--- src/rtl/alu_4bits_seq.sv ---
`default_nettype none
// ============================================================================
//  Module      : alu_4bits_seq
//  Description : Sequential signed ALU stage. Add/sub complete in one step;
//                multiply (shift-add) and divide (restoring) iterate WIDTH
//                times on operand magnitudes, then a fix-up step applies the
//                signs. The result is held with a finish/ack handshake
//                against the upstream complement1_finish level.
//  Revision    : 1.0 - initial release
// ============================================================================
module alu_4bits_seq #(
  parameter int         WIDTH  = 4,
  parameter logic [3:0] OP_ADD = 4'b1010,
  parameter logic [3:0] OP_SUB = 4'b1011,
  parameter logic [3:0] OP_MUL = 4'b1100,
  parameter logic [3:0] OP_DIV = 4'b1101
) (
  input  logic                 clk,
  input  logic                 rst,                 // asynchronous, active-low
  input  logic [WIDTH-1:0]     first_nr,
  input  logic [WIDTH-1:0]     second_nr,
  input  logic [3:0]           operation,
  input  logic                 complement1_finish,
  output logic [2*WIDTH-1:0]   result,
  output logic [WIDTH-1:0]     remainder,
  output logic                 error,
  output logic                 alu_busy,
  output logic                 alu_finish
);

  // Iteration counter width; at least one bit so WIDTH=1 still elaborates.
  localparam int            CW         = (WIDTH > 1) ? $clog2(WIDTH) : 1;
  localparam logic [CW-1:0] c_cnt_last = CW'(WIDTH - 1);

  typedef enum logic [2:0] {
    S_IDLE   = 3'd0,
    S_ADDSUB = 3'd1,
    S_ITER   = 3'd2,
    S_FIX    = 3'd3,
    S_DONE   = 3'd4
  } state_t;

  state_t               r_state;
  state_t               w_state_nxt;

  logic                 r_start_prev;
  logic                 w_start;

  // Captured operation context
  logic [WIDTH-1:0]     r_a;
  logic [WIDTH-1:0]     r_b;
  logic [3:0]           r_op;
  logic [WIDTH-1:0]     r_mag_a;
  logic [WIDTH-1:0]     r_mag_b;
  logic                 r_sign_a;
  logic                 r_neg;
  logic                 r_err;
  logic [CW-1:0]        r_cnt;

  // Iterative datapath state
  logic [2*WIDTH-1:0]   r_acc;
  logic [WIDTH-1:0]     r_rem_w;
  logic [WIDTH-1:0]     r_quo;

  // Output registers
  logic [2*WIDTH-1:0]   r_result;
  logic [WIDTH-1:0]     r_remainder;
  logic                 r_error;
  logic                 r_busy;
  logic                 r_finish;

  // Decode of the operation presented at capture time
  logic                 w_div_zero;
  logic                 w_legal;
  logic                 w_op_err;
  logic                 w_go_iter;
  logic [WIDTH-1:0]     w_mag_a_in;
  logic [WIDTH-1:0]     w_mag_b_in;

  // Add/sub operands, sign-extended to the result width
  logic [2*WIDTH-1:0]   w_sext_a;
  logic [2*WIDTH-1:0]   w_sext_b;

  // Multiply and divide step signals
  logic [2*WIDTH-1:0]   w_mcand_sh;
  logic                 w_div_bit;
  logic [WIDTH:0]       w_div_shift;
  logic [WIDTH:0]       w_div_trial;
  logic                 w_div_borrow;
  logic [WIDTH-1:0]     w_div_rem_nxt;

  assign w_start    = complement1_finish & ~r_start_prev;

  assign w_div_zero = (operation == OP_DIV) && (second_nr == '0);
  assign w_legal    = (operation == OP_ADD) || (operation == OP_SUB) ||
                      (operation == OP_MUL) || (operation == OP_DIV);
  assign w_op_err   = ~w_legal | w_div_zero;
  assign w_go_iter  = ((operation == OP_MUL) || (operation == OP_DIV)) && ~w_div_zero;

  assign w_mag_a_in = first_nr[WIDTH-1]  ? (WIDTH'(0) - first_nr)  : first_nr;
  assign w_mag_b_in = second_nr[WIDTH-1] ? (WIDTH'(0) - second_nr) : second_nr;

  assign w_sext_a   = {{WIDTH{r_a[WIDTH-1]}}, r_a};
  assign w_sext_b   = {{WIDTH{r_b[WIDTH-1]}}, r_b};

  // Multiplicand aligned to the multiplier bit being examined this step
  assign w_mcand_sh = {{WIDTH{1'b0}}, r_mag_a} << r_cnt;

  // Restoring division consumes dividend bits MSB first
  assign w_div_bit     = r_mag_a[c_cnt_last - r_cnt];
  assign w_div_shift   = {r_rem_w, w_div_bit};
  assign w_div_trial   = w_div_shift - {1'b0, r_mag_b};
  assign w_div_borrow  = w_div_trial[WIDTH];
  assign w_div_rem_nxt = w_div_borrow ? w_div_shift[WIDTH-1:0] : w_div_trial[WIDTH-1:0];

  assign result     = r_result;
  assign remainder  = r_remainder;
  assign error      = r_error;
  assign alu_busy   = r_busy;
  assign alu_finish = r_finish;

  // State register
  always_ff @(posedge clk or negedge rst) begin
    if (!rst) begin
      r_state <= S_IDLE;
    end else begin
      r_state <= w_state_nxt;
    end
  end

  // Next-state decode
  always_comb begin
    w_state_nxt = r_state;
    case (r_state)
      S_IDLE: begin
        if (w_start) begin
          w_state_nxt = w_go_iter ? S_ITER : S_ADDSUB;
        end
      end
      S_ADDSUB: w_state_nxt = S_DONE;
      S_ITER: begin
        if (r_cnt == c_cnt_last) begin
          w_state_nxt = S_FIX;
        end
      end
      S_FIX:    w_state_nxt = S_DONE;
      S_DONE: begin
        if (!complement1_finish) begin
          w_state_nxt = S_IDLE;
        end
      end
      default:  w_state_nxt = S_IDLE;
    endcase
  end

  // Datapath and output registers, advanced by the current state
  always_ff @(posedge clk or negedge rst) begin
    if (!rst) begin
      // start_prev resets high so a level already asserted cannot start an op
      r_start_prev <= 1'b1;
      r_a          <= '0;
      r_b          <= '0;
      r_op         <= '0;
      r_mag_a      <= '0;
      r_mag_b      <= '0;
      r_sign_a     <= 1'b0;
      r_neg        <= 1'b0;
      r_err        <= 1'b0;
      r_cnt        <= '0;
      r_acc        <= '0;
      r_rem_w      <= '0;
      r_quo        <= '0;
      r_result     <= '0;
      r_remainder  <= '0;
      r_error      <= 1'b0;
      r_busy       <= 1'b0;
      r_finish     <= 1'b0;
    end else begin
      r_start_prev <= complement1_finish;
      case (r_state)
        S_IDLE: begin
          if (w_start) begin
            r_a      <= first_nr;
            r_b      <= second_nr;
            r_op     <= operation;
            r_mag_a  <= w_mag_a_in;
            r_mag_b  <= w_mag_b_in;
            r_sign_a <= first_nr[WIDTH-1];
            r_neg    <= first_nr[WIDTH-1] ^ second_nr[WIDTH-1];
            r_err    <= w_op_err;
            r_cnt    <= '0;
            r_acc    <= '0;
            r_rem_w  <= '0;
            r_quo    <= '0;
            r_error  <= 1'b0;
            r_busy   <= 1'b1;
          end
        end

        S_ADDSUB: begin
          r_busy      <= 1'b0;
          r_remainder <= '0;
          if (r_err) begin
            r_result <= '0;
            r_error  <= 1'b1;
          end else if (r_op == OP_SUB) begin
            r_result <= w_sext_a - w_sext_b;
          end else begin
            r_result <= w_sext_a + w_sext_b;
          end
        end

        S_ITER: begin
          r_cnt <= r_cnt + CW'(1);
          if (r_op == OP_MUL) begin
            if (r_mag_b[r_cnt]) begin
              r_acc <= r_acc + w_mcand_sh;
            end
          end else begin
            r_rem_w <= w_div_rem_nxt;
            r_quo   <= {r_quo[WIDTH-2:0], ~w_div_borrow};
          end
        end

        S_FIX: begin
          r_busy <= 1'b0;
          if (r_op == OP_MUL) begin
            r_result    <= r_neg ? ((2*WIDTH)'(0) - r_acc) : r_acc;
            r_remainder <= '0;
          end else begin
            // Quotient truncates toward zero; remainder follows the dividend sign
            r_result    <= r_neg ? ((2*WIDTH)'(0) - {{WIDTH{1'b0}}, r_quo})
                                 : {{WIDTH{1'b0}}, r_quo};
            r_remainder <= r_sign_a ? (WIDTH'(0) - r_rem_w) : r_rem_w;
          end
        end

        S_DONE: begin
          // Finish is held while upstream keeps its level high; clears as we leave
          r_finish <= complement1_finish;
        end

        default: begin
          r_busy   <= 1'b0;
          r_finish <= 1'b0;
        end
      endcase
    end
  end

endmodule
`default_nettype wire

--- config.mk ---
export PLATFORM = sky130hd
export DESIGN_NAME = alu_4bits_seq
export DESIGN_NICKNAME = d
export VERILOG_FILES = /design/src/rtl/alu_4bits_seq.sv
export SDC_FILE = /design/constraint.sdc
export NUM_CORES = 1
export LEC_CHECK = 0
export CAP_MARGIN = 5
export CORE_MARGIN = 1.5
export CORE_UTILIZATION = 50
export DETAILED_ROUTE_END_ITERATION = 12
export GPL_TIMING_DRIVEN = 0
export PLACE_DENSITY = 0.73
export SLEW_MARGIN = 20
export SYNTH_ARGS = -nofsm -noshare
export SYNTH_HDL_FRONTEND = slang
export SYNTH_SLANG_ARGS = --single-unit
--- constraint.sdc ---
create_clock -name clk -period 2.5 [get_ports clk]
set_clock_uncertainty 0.1 [all_clocks]
set_input_delay 0.25 -clock clk [delete_from_list [all_inputs] [get_ports clk]]
set_output_delay 0.25 -clock clk [all_outputs]
set_load 0.03 [all_outputs]
**After elaboration in Yosys (flattened, before gate mapping)**

Cells that the tools add are included.

- Output and inout port bits: 15
- Bits in registers: 60
- Memories: 0
- Memory bits (read-only): 0
- Bits in latches: 0
- Input bits: 15
- RAM bits: 0

- Shifts and indexed selects: 1
- Order comparisons: 2
- Equality and inequality tests: 18
- Bitwise gates (word level): 8
- Div/mod/pow operators: 0
- Mux-type cells: 38
- $add $sub $neg: 11
- Multipliers: 0
- Reduce and logical (&&, ||, !) cells: 21

Operators with widths:

| operator | count |
|---|---|
| $mux W8 | 8 |
| $mux W4 | 8 |
| $pmux W8 S2 | 2 |
| $eq A4 B4 Y1 const B | 6 |
| $pmux W4 S2 | 3 |
| $ne A2 B2 Y1 const B | 7 |
| $pmux W3 S4 | 1 |
| $sub A1 B4 Y4 const A | 3 |
| $mux W3 | 3 |
| $reduce_and A3 Y1 | 3 |
| $add A8 B8 Y8 | 1 |
| $shl A4 B2 Y8 | 1 |
| $sub A1 B8 Y8 const A | 1 |
| $eq A3 B2 Y1 const B | 2 |
| $lt A2 B3 Y1 const B | 2 |
| $pmux W1 S2 | 3 |
| $reduce_and A2 Y1 | 3 |
| $reduce_bool A2 Y1 | 3 |
| $add A4 B4 Y5 | 1 |
| $mux W1 | 5 |
| $not A1 Y1 | 5 |
| $sub A1 B4 Y5 const A | 1 |
| $sub A4 B4 Y5 | 1 |
| $sub A5 B4 Y5 | 1 |
| other kinds (18) | 25 |

**Logic depth before layout (Yosys ltp)**

- Depth in word-level cells: 7
- Mapped depth: 11
- Depth with buffers taken out: 10

**Least setup slack after synthesis**

OpenSTA, ideal clock, no wires.

- Kind: register to register
- Start: reg r_cnt[1]
- End: reg r_rem_w[0]
- Path slack: -0.203 ns
- Arrival time: 2.482 ns
- Stages on the path, launching flop included: 11
- Data required time: 2.279 ns
- Period minus slack after synthesis: 2.703 ns
- Library setup time: 0.121 ns
- Path through: dfrtp_1 -> buf_2 -> mux2_2 -> o21ai_0 -> ha_1 -> fa_1 -> nand2b_1 -> a21oi_1 -> xor2_1 -> mux2i_1 -> a22o_1

- Longest elaborated chain between the ends: 7

Ends and longest elaborated chain:

| element | RTL line | source |
|---|---|---|
| start: declaration | 58 | `logic [CW-1:0] r_cnt;` |
| start signal: assignment | 214 | `r_cnt <= r_cnt + CW'(1);` |
| $sub A2 B2 Y2 (*) | 110 | `assign w_div_bit = r_mag_a[c_cnt_last - r_cnt];` |
| $bmux W1 S2 (*) | 110 |  |
| $mux W1 (not written as such) (*) | 110 |  |
| $sub A5 B4 Y5 | 112 | `assign w_div_trial = w_div_shift - {1'b0, r_mag_b};` |
| $mux W4 (*) | 114 | `assign w_div_rem_nxt = w_div_borrow ? w_div_shift[WIDTH-1:0] : w_div_trial[WIDTH-1:0];` |
| $mux W4 (*) | 215 | `if (r_op == OP_MUL) begin` |
| $pmux W4 S2 (*) | 180 | `case (r_state)` |
| end signal: assignment | 220 | `r_rem_w <= w_div_rem_nxt;` |
| end: declaration | 62 | `logic [WIDTH-1:0] r_rem_w;` |

Every way passes the cells marked *; elsewhere a longest branch is shown, timed or not. The select of a mux whose other input is x is not followed.
A chain may end at the register's enable or synchronous reset.

**Worst setup path in the final report**

Same ends and word-level chain as after synthesis.

==> impl_metrics.csv <==
group,metric,value,unit
run_status,status,"complete, but fails checks",
run_status,violations,"setup timing",
power_and_ir_drop,power_frac_comb,0.577,
worst_setup_path,reg2reg_to,"r_rem_w[0]",
yosys,netlist_area,0.00354,mm2
grt,grt_pass1_vias,2766,
worst_setup_path,crit_arrival,2.73,ns
yosys,synth-seq-cells,57,
grt,grt_overflow,0,
sta,setup_ws,-0.0497,ns
hold_path,holdCritPathClass,"input pin to flip-flop",
power_and_ir_drop,total_power,6.19,mW
power_and_ir_drop,ir_drop,588,uV
placement,place_congestion,0.831,
route,avgViaCountPerCell,5.35,
sta,rsz0062_at_grt,"true",
floorplan,core,0.00683,mm2
grt,grt_use_met2,0.359,
yosys,yosysTopAreaCellShare,0.396,
hold_path,holdPathEnd,"r_start_prev",
placement,hpwl,5800,um
yosys,synthMuxAreaShare,0.0502,
run,drv_cap,0,
floorplan,dieWidth,87.1,um
sta,max_freq,392,MHz
grt,met3_usage,0.0398,
sta,whs,0.289,ns
worst_setup_path,cp.required,2.68,ns
power_and_ir_drop,p_sw,2.61,mW
route,drtPass1Iterations,4,
layout,finalNetCount,483,
layout,drive_above_1_share,0.170,
yosys,synth.avg_cell_area,9.14,um2
yosys,yosys.area.top_type,"dfrtp_1",
clock_network,cts_sinks,57,
worst_setup_path,r2r_setup_slack,-0.05,ns
layout,area_growth,26.0,%
clock_network,htree_levels,3,
floorplan,io_pins,30,
power_and_ir_drop,clock_power_share,0.160,
floorplan,die-area,0.00759,mm2
grt,busiest_layer,"met2",
yosys,ys_seq_area_frac,0.404,
worst_setup_path,cp_max_fo,5,
route,detail_route.wirelength,7940,um
route,post-route-drc-count,0,
yosys,synth-adder-area-share,0.0948,
power_and_ir_drop,power_frac_seq,0.262,
clock_network,clk_path_buf_depth,2,
yosys,synth_compound_area_frac,0.154,
placement,io_buffers,29,
power_and_ir_drop,p_int,3.58,mW
grt,grt_use_met1,0.316,
layout,antenna_cells,0,
grt,antenna_found_initial,0,
floorplan,start_util,0.518,
hold_path,hp-start,"complement1_finish",
yosys,yosys.area_share.simple,0.189,
clock_network,tritoncts,"built",
layout,fin_util,0.652,
layout,instances_no_fill,544,
sta,relSlewSlack,0.520,
yosys,ys.flop_type,"dfrtp_1",
sta,drv_slew,0,
power_and_ir_drop,p_leak,2.04,nW
yosys,synth_async_sr_flop_share,1.00,
route,wl_per_cell,14.6,um
sta,period_minus_slack,2.55,ns
worst_setup_path,critPathLaunchType,"flip-flop",
hold_path,hold_depth,1,
power_and_ir_drop,swShare,0.421,
sta,setup_viol,7,
sta,tightestPinTransition,0.720,ns
clock_network,clockRootBuffer,"clkbuf_8",
yosys,synth_edf_count,0,
clock_network,path_clk_slew,0.07,ns
worst_setup_path,path_class,"flip-flop to flip-flop",
yosys,yosysWarnings,0,
floorplan,rows,30,
power_and_ir_drop,power.density,1390,mW/mm2
yosys,ys_types,50,
clock_network,numCtsBuffers,9,
grt,grt_max_degree,58,
placement,placedCellCount,512,
route,ant_nets,0,
yosys,synth_top_family_by_area,"simple AND/OR/NAND/NOR gates",
yosys,syn-num-nets,427,
sta,fin_crit_sh,1.02,
yosys,synthTopCellsByArea,"dfrtp_1 (40%), nand2_1 (8.0%), ha_1 (7.8%)",
worst_setup_path,cp-end-kind,"flip-flop",
grt,grt_pass1_wl,13300,um
sta,hold_viol_final,0,
yosys,synth_xor_area_frac,0.0619,
clock_network,insertion_delay,0.34,ns
grt,grt_usage,0.229,
floorplan,die_h,87.1,um
route,drt_iter0_drc,129,
worst_setup_path,startpoint,"r_cnt[1]",
route,num_vias,2910,
worst_setup_path,rr_startpoint,"r_cnt[1]",
yosys,synthCells,387,
worst_setup_path,reg2reg_depth,11,
sta,tns,-0.174,ns
[worst max-delay path by stage]
stage / endpoint / slack (ns) / depth (start not counted)
after floorplan: r_rem_w[0] / 0.01 / 10
after global placement: r_mag_a[1] / -0.65 / 1
after detailed placement: result[7] / -0.29 / 9
after CTS: result[4] / 0.002 / 9
after global routing: r_rem_w[0] / -0.18 / 11
final: r_rem_w[0] / -0.05 / 11
[power by group through the flow]
stage / clock network (mW) / registers [mW] / logic [mW]
floorplan: 0 / 1.69 / 2.08
global placement: 0 / 1.62 / 2.83
detailed placement: 0 / 1.63 / 2.92
CTS: 0.998 / 1.62 / 3.21
global route: 1.05 / 1.67 / 3.93
finish: 0.992 / 1.62 / 3.57
[flip-flops by register name, indices dropped and copies added (netlist names), 2 cells and up]
| signal | count |
|---|---|
| r_mag_a | 3 |
| r_quo | 4 |
| r_op | 4 |
| r_rem_w | 4 |
| remainder | 4 |
| r_state | 3 |
| r_acc | 8 |
| r_a | 4 |
| r_cnt | 2 |
| r_mag_b | 3 |
| result | 8 |
| r_b | 4 |
[worst max-delay path, stage by stage, from the launching register on]
cell	delay [ns]
dfrtp_2	0.46
mux2i_2	0.17
nand2_1	0.12
o21ai_4	0.09
ha_4	0.17
fa_2	0.38
nand2b_4	0.16
a21oi_4	0.17
xor2_2	0.17
buf_6	0.15
mux2i_1	0.20
a22o_1	0.15
[cell type report]
cell class	count	area (um2)
fill	591	2380
timing repair buffer	46	425
sequential	57	1430
clock inverter	5	77.6
buffer	13	76.3
clock buffer	11	151
inverter	23	86.3
tap	96	120
multi-input combinational	293	2090
[synthesized netlist by cell type (2+ instances only)]
master    number
nand2_1       75
dfrtp_1       56
o21ai_0       39
inv_1         23
ha_1          22
nor2_1        16
nand3_1       14
xnor2_1       13
a21oi_1       12
xor2_1        12
mux2i_1       11
clkbuf_1       9
a22o_1         7
o31ai_1        7
nor2b_1        6
nand2b_1       5
nor3_1         4
a211oi_1       3
a21boi_0       3
a21o_1         3
a31oi_1        3
buf_6          3
fa_1           3
nor4_1         3
o211ai_1       3
and3_1         2
buf_2          2
mux2_2         2
mux4_2         2
nand4_1        2
or3_1          2
or4b_2         2
[through the flow]
stage                     worst slack (ns)  area [um2]
final                              -0.0497        4450
after floorplan                     0.0130        3570
after CTS                          0.00226        4330
after global placement              -0.652        3980
after detailed placement            -0.295        3970
after global routing                -0.178        4450
[layout by cell type (no fill, tap or decap), types with 7 or more instances in the layout]
cell type / count
clkbuf_1: 8
clkdlybuf4s50_1: 28
xnor2_1: 13
nand2_1: 75
clkbuf_8: 11
dfrtp_1: 54
ha_1: 19
a21oi_1: 10
mux2i_1: 8
nor2_1: 15
o31ai_1: 7
xor2_1: 11
nand3_1: 9
buf_4: 15
a22o_1: 7
o21ai_0: 37
inv_1: 23
[logic make-up after synthesis]
| logic type | count (synthesis) |
|---|---|
| flip-flops | 57 |
| AND/OR/NAND/NOR | 140 |
| multiplexers | 15 |
| XOR/XNOR | 25 |
| buffers and inverters | 37 |
| AO/OA/AOI/OAI | 88 |
| adder cells (fa/ha/maj) | 25 |
[repair_timing]
action / in CTS / in global routing
hold endpoints to repair: 56 / 0
setup buffers: 8 / 8
pin swaps: 5 / 5
hold buffers: 1 / 0
setup endpoints to repair: 12 / 10
resized for setup: 13 / 17
[metal layers]
metal	part of all wire	routed length, um
met3	0.033	263
met1	0.49	3860
met5	0	0
met4	0.023	182
met2	0.46	3630
(Power assumes the default switching activity.)
